$ cat src/rtl/robo_sched_pkg.sv
// Shared state encoding and default timing constants for the Robo/Memo step scheduler.
package robo_sched_pkg;

    localparam int unsigned DefRateDiv        = 32'd50_000_000;
    localparam int unsigned DefMaxSteps       = 32'd1023;
    localparam int unsigned DefAckTimeout     = 32'd255;
    localparam int unsigned DefDebounceCycles = 32'd500_000;

    typedef enum logic [2:0] {
        StIdle      = 3'd0,
        StRun       = 3'd1,
        StIssue     = 3'd2,
        StWaitRobot = 3'd3,
        StMemWait   = 3'd4,
        StHalt      = 3'd5,
        StError     = 3'd6
    } sched_state_e;

    function automatic logic state_is_busy(input sched_state_e st);
        return (st == StIssue) || (st == StWaitRobot) || (st == StMemWait);
    endfunction

endpackage

$ cat src/rtl/btn_conditioner.sv
// Step button conditioning: 2-flop synchroniser, optional debouncer, rising-edge pulse.
// The debouncer is built only when STEP_DEBOUNCE_EN is defined.
module btn_conditioner #(
    parameter int unsigned DEBOUNCE_CYCLES = 32'd500_000
) (
    input  logic i_clk,
    input  logic i_rst_n,
    input  logic i_btn,
    output logic o_pulse
);

    logic r_sync1;
    logic r_sync2;
    logic r_level_d1;
    logic w_level;

    always_ff @(posedge i_clk or negedge i_rst_n) begin
        if (!i_rst_n) begin
            r_sync1 <= 1'b0;
            r_sync2 <= 1'b0;
        end else begin
            r_sync1 <= i_btn;
            r_sync2 <= r_sync1;
        end
    end

`ifdef STEP_DEBOUNCE_EN
    localparam int unsigned DB_W = $clog2(DEBOUNCE_CYCLES + 1);
    localparam logic [DB_W-1:0] DbLast = DB_W'(DEBOUNCE_CYCLES - 1);

    logic            r_stable;
    logic [DB_W-1:0] r_db_cnt;

    // Count consecutive samples that disagree with the stable level; any agreement restarts.
    always_ff @(posedge i_clk or negedge i_rst_n) begin
        if (!i_rst_n) begin
            r_stable <= 1'b0;
            r_db_cnt <= '0;
        end else if (r_sync2 == r_stable) begin
            r_db_cnt <= '0;
        end else if (r_db_cnt == DbLast) begin
            r_stable <= r_sync2;
            r_db_cnt <= '0;
        end else begin
            r_db_cnt <= r_db_cnt + 1'b1;
        end
    end

    assign w_level = r_stable;
`else
    assign w_level = r_sync2;
`endif

    always_ff @(posedge i_clk or negedge i_rst_n) begin
        if (!i_rst_n) begin
            r_level_d1 <= 1'b0;
        end else begin
            r_level_d1 <= w_level;
        end
    end

    assign o_pulse = w_level & ~r_level_d1;

endmodule

$ cat src/rtl/robo_step_scheduler.sv
// Single-clock step sequencer for the Robo/Memo pair: manual or rate-driven steps, memory
// handshake with timeout watchdog and step budget. Optional button debounce: STEP_DEBOUNCE_EN.
module robo_step_scheduler
    import robo_sched_pkg::*;
#(
    parameter int unsigned RATE_DIV        = DefRateDiv,
    parameter int unsigned MAX_STEPS       = DefMaxSteps,
    parameter int unsigned ACK_TIMEOUT     = DefAckTimeout,
    parameter int unsigned DEBOUNCE_CYCLES = DefDebounceCycles,
    localparam int unsigned CNT_W          = $clog2(MAX_STEPS + 1)
) (
    input  logic             clock,
    input  logic             reset,
    input  logic             manual_clock,
    input  logic             run,
    input  logic             clear,
    input  logic             robot_done,
    input  logic             mem_ack,
    output logic             robot_step,
    output logic             mem_req,
    output logic [CNT_W-1:0] step_count,
    output logic             busy,
    output logic             halted,
    output logic             error
);

    localparam int unsigned TMO_W = $clog2(ACK_TIMEOUT + 1);

    localparam logic [CNT_W-1:0] MaxCnt   = CNT_W'(MAX_STEPS);
    localparam logic [TMO_W-1:0] TmoLast  = TMO_W'(ACK_TIMEOUT - 1);
    localparam logic [31:0]      RateLoad = 32'(RATE_DIV - 1);

    sched_state_e     r_state;
    sched_state_e     w_state_next;
    logic [31:0]      r_rate;
    logic [31:0]      w_rate_next;
    logic [TMO_W-1:0] r_tmo;
    logic [TMO_W-1:0] w_tmo_next;
    logic [CNT_W-1:0] r_cnt;
    logic [CNT_W-1:0] w_cnt_next;
    logic [CNT_W-1:0] w_cnt_inc;
    logic             w_btn_pulse;

    btn_conditioner #(
        .DEBOUNCE_CYCLES(DEBOUNCE_CYCLES)
    ) u_btn (
        .i_clk  (clock),
        .i_rst_n(reset),
        .i_btn  (manual_clock),
        .o_pulse(w_btn_pulse)
    );

    assign w_cnt_inc = r_cnt + 1'b1;

    always_comb begin
        w_state_next = r_state;
        w_rate_next  = r_rate;
        w_tmo_next   = r_tmo;
        w_cnt_next   = r_cnt;

        unique case (r_state)
            StIdle: begin
                if (run) begin
                    w_rate_next  = RateLoad;
                    w_state_next = StRun;
                end else if (w_btn_pulse) begin
                    w_state_next = StIssue;
                end
            end
            StRun: begin
                if (!run) begin
                    w_rate_next  = '0;
                    w_state_next = StIdle;
                end else if (r_rate == '0) begin
                    w_state_next = StIssue;
                end else begin
                    w_rate_next = r_rate - 1'b1;
                end
            end
            StIssue: begin
                w_state_next = StWaitRobot;
            end
            StWaitRobot: begin
                if (robot_done) begin
                    w_state_next = StHalt;
                end else begin
                    w_tmo_next   = '0;
                    w_state_next = StMemWait;
                end
            end
            StMemWait: begin
                // Ack has priority over the watchdog when both land together.
                if (mem_ack) begin
                    w_cnt_next = w_cnt_inc;
                    if (!clear && (w_cnt_inc == MaxCnt)) begin
                        w_state_next = StHalt;
                    end else if (run) begin
                        w_rate_next  = RateLoad;
                        w_state_next = StRun;
                    end else begin
                        w_state_next = StIdle;
                    end
                end else if (r_tmo == TmoLast) begin
                    w_state_next = StError;
                end else begin
                    w_tmo_next = r_tmo + 1'b1;
                end
            end
            StHalt, StError: begin
                if (clear) begin
                    w_state_next = StIdle;
                end
            end
            default: begin
                w_state_next = StIdle;
            end
        endcase

        // A clear always zeroes the count, even against a same-cycle increment.
        if (clear) begin
            w_cnt_next = '0;
        end
    end

    always_ff @(posedge clock or negedge reset) begin
        if (!reset) begin
            r_state <= StIdle;
            r_rate  <= '0;
            r_tmo   <= '0;
            r_cnt   <= '0;
        end else begin
            r_state <= w_state_next;
            r_rate  <= w_rate_next;
            r_tmo   <= w_tmo_next;
            r_cnt   <= w_cnt_next;
        end
    end

    assign robot_step = (r_state == StIssue);
    assign mem_req    = (r_state == StMemWait);
    assign busy       = state_is_busy(r_state);
    assign halted     = (r_state == StHalt);
    assign error      = (r_state == StError);
    assign step_count = r_cnt;

endmodule

$ cat config.mk
export PLATFORM = sky130hd
export DESIGN_NAME = robo_step_scheduler
export DESIGN_NICKNAME = d
export VERILOG_FILES = /design/src/rtl/robo_sched_pkg.sv /design/src/rtl/btn_conditioner.sv /design/src/rtl/robo_step_scheduler.sv
export SDC_FILE = /design/constraint.sdc
export NUM_CORES = 1
export LEC_CHECK = 0
export ABC_CLOCK_PERIOD_IN_PS = 4750
export BUFFER_PORTS_ARGS = -buffer_cell sky130_fd_sc_hd__buf_2
export CORE_UTILIZATION = 40
export DETAILED_ROUTE_END_ITERATION = 16
export GPL_TIMING_DRIVEN = 0
export PLACE_DENSITY_LB_ADDON = 0.25
export SYNTH_ARGS = -nofsm -noshare
export SYNTH_HDL_FRONTEND = slang
export SYNTH_HIERARCHICAL = 1
export SYNTH_SLANG_ARGS = --single-unit
$ cat constraint.sdc
create_clock -name clock -period 4.75 [get_ports clock]
set_clock_uncertainty 0.15 [all_clocks]
set_input_delay 0.2375 -clock clock [delete_from_list [all_inputs] [get_ports clock]]
set_output_delay 0.2375 -clock clock [all_outputs]
set_load 0.02 [all_outputs]
==> impl_results.md <==
- Status: finished, final reports clean
- Arrival time worst endpoint: 3.54 ns
- TNS Setup: 0 ns
- Rel. slew slack: 0.1527
- Setup ws final: 1.298 ns
- Syn_nets: 404
- Detail Route met3 WL: 380 um
- GR Util All Layers: 0.2041
- CP dominant cell by count: clkbuf_1
- CTS Root Cell: clkbuf_8
- Grt ovf: 0
- DR WL/cell: 17.03 um
- Placer Congestion: 0.8624
- Minimum clock period: 3.452 ns
- Syn avg cell area: 9.100 um2
- Most frequent cells in the layout: dfrtp_1, nand2_1, nor2_1
- Crit. End Element: register
- Cts hold-fix bufs: 1
- Worst Path Max Fanout: 10
- Sum of routed wire segments on met1: 4354 um
- Clock transition at path regs: 0.11 ns
- Final setup viols: 0
- Die area: 9300 um2
- IO buf count: 21
- Initial Utilization: 0.4110
- Worst-skew pair later-pin latency: 0.31 ns
- CTS sink cnt: 56
- Yosys warning count: 6
- Routed wl met2: 4179 um
- CTS Buf Count: 5
- Top FF cell, synth: dfrtp_1
- Detailed Route WL: 9044 um
- Post-DP HPWL: 6276 um
- CP top delay family: buffers and inverters
- CTS tree: done
- Antenna diodes: 0
- Fillers: 870
- Most common cell after layout, fill and taps aside: dfrtp_1
- Uppermost layer routed: met4
- Area Growth Syn to Fin: 10.24%
- Critical Path RT: 4.84 ns
- LEAKAGE: 0.001529 uW
- Antenna-violating nets left: 0
- Pin count of the biggest net entering global routing: 57
- Vias: 3306
- Crit path kind: reg -> reg
- Die X: 96.44 um
- Post-placement setup slack: 1.380 ns
- Max-cap viol count: 0
- Cell chain of the critical path: ha_1, xnor2_1, nor3_1, a31o_2, clkbuf_1, clkbuf_1, clkbuf_1, o21ai_0, o211ai_1
- Hold Fails Final Rpt: 0
- DRC viols: 0
- Via/cell ratio: 6.226
- Worst min-delay path category: in -> reg
- Layout cells sized above 1: 0.1158
- H-tree depth: 2
- DR pass1 iterations: 5
- Initial antenna violation count: 0
- Die height: 96.44 um
- RSZ-0062 raised after global routing: false
- Asr flop ratio synth: 1.000
- Slew of the pin with the lowest slew margin: 1.259 ns
- Global-route wire length before repair: 14830 um
- Max incr delay on CP: 0.49 ns
- Cell variety after synth: 61
- Critical path buffers and inverters: 3
- Resized Gates After CTS: 0
- EDFF count, synth: 0
- DR iter-0 viols: 190
- Core area: 8678 um2
- PwrDens: 430.5 nW/um2
- I/O Pins: 22
- Synthesized cell area: 3567 um2
- CP startpoint kind: register
- Highest-delay cell along the critical path: nor3_1
- FMAX: 0.2897 GHz
- Site Rows: 34
- Crit share post-route: 0.7267
- # nets final: 434
- Synth Instances: 392
- VDD IR max: 0.2803 mV
- Slew Limit Fails: 0
- Seq/Total Area, Yosys: 0.3928
- Number of global-route vias before repair: 2962
- Yosys reg bits: 56
- Post-CTS setup buffer count: 0
- Clock Path Buffers: 2
where the power goes:
part / total (uW) / internal (uW) / switching, uW
Sequential: 691 / 575 / 116
Combinational: 720 / 279 / 441
Clock: 282 / 109 / 174
cell families after synthesis:
logic type | after synthesis | share of synthesized area
simple gates | 161 | 0.2578
compound gates | 118 | 0.2462
flops | 56 | 0.3928
buf+inv | 37 | 0.04770
xor+xnor | 13 | 0.03192
fa+ha+maj | 5 | 0.01754
mux | 2 | 0.005963
state kept, by name, indices dropped and copies added (netlist names):
signal / flops
u_btn/r_sync1: 1
u_btn/r_sync2: 1
step_count: 10
u_btn/r_level_d1: 1
r_tmo: 8
r_rate: 32
r_state: 3
tightest hold or removal path: cells and delay by family:
family / cells / cell delay, ns
compound gates: 3 / 0.20
buf+inv: 1 / 0.10
simple gates: 1 / 0.06
cell type report:
cell class | instances | area [um2] | share of cell area
multi-input cells | 299 | 2002 | 0.5091
inverters | 11 | 41.29 | 0.01050
clock buffers | 5 | 68.82 | 0.01750
clock inverters | 3 | 27.53 | 0.007000
well taps | 108 | 135.1 | 0.03436
flip-flops and latches | 56 | 1401 | 0.3563
plain buffers | 26 | 128.9 | 0.03277
repair buffers | 23 | 127.6 | 0.03245
layer usage:
metal,GRT usage,up-vias
met4,0.05760,0
met3,0.02347,8
met2,0.3221,84
met1,0.2950,1621
li1,-,1593
met5,0,-
per-stage QoR:
step / instances / utilization / power, uW / hold slack (ns) / area (um2)
6_report: 531 / 0.4531 / 1693 / 0.1566 / 3933
4_1_cts: 530 / 0.4510 / 1692 / 0.09932 / 3914
3_5_place_dp: 521 / 0.4387 / 1406 / 0.1912 / 3807
5_1_grt: 531 / 0.4531 / 1813 / 0.1809 / 3933
2_1_floorplan: 392 / - / 1212 / -0.2081 / 3567
3_3_place_gp: 521 / 0.4387 / 1389 / 0.1838 / 3807
cell usage after synthesis, types with 2 or more instances:
library cell   n  share of area
a221o_1       14          0.039
nor2_1        29          0.031
o32ai_1        2         0.0049
nor3b_1        2         0.0042
a21o_1         3         0.0063
buf_6          4          0.013
or2_2          3         0.0053
ha_1           5          0.018
xor2_1         7          0.017
xnor2_1        6          0.015
nor4_1         7          0.012
nand2_1       32          0.034
and4_1         2         0.0049
nor4bb_1       2         0.0056
dfrtp_1       56           0.39
nor3_1        14          0.020
a22o_1         2         0.0049
a32oi_1        6          0.015
o311ai_0       8          0.020
nand2b_1       6          0.011
nand4b_1       3         0.0074
o31ai_1       21          0.044
or3_1         12          0.021
inv_1         11          0.012
o211ai_1       4         0.0084
a21oi_1       14          0.020
or4_4          3         0.0095
clkbuf_1      20          0.021
o21ai_0       20          0.028
nand3_1       10          0.014
a31oi_1        7          0.012
o41ai_1        3         0.0074
nand4_1       11          0.019
and3_1         4         0.0070
or4_1         12          0.025
a2111oi_0      2         0.0049
path summary, 6_finish.rpt:
path                       slack [ns]          start             to  depth (start not counted)
hold reg to reg                  0.21  u_btn/r_sync1  u_btn/r_sync2                          0
min in group asynchronous        0.37          reset     r_rate[16]                          2
setup reg to reg                 1.30  step_count[0]     r_rate[23]                          9
hold / removal                   0.16     robot_done     r_state[0]                          5
setup / recovery                 1.30  step_count[0]     r_rate[23]                          9
max in group asynchronous        3.62          reset       r_tmo[3]                          2
Power figures use the tool's default switching activity.
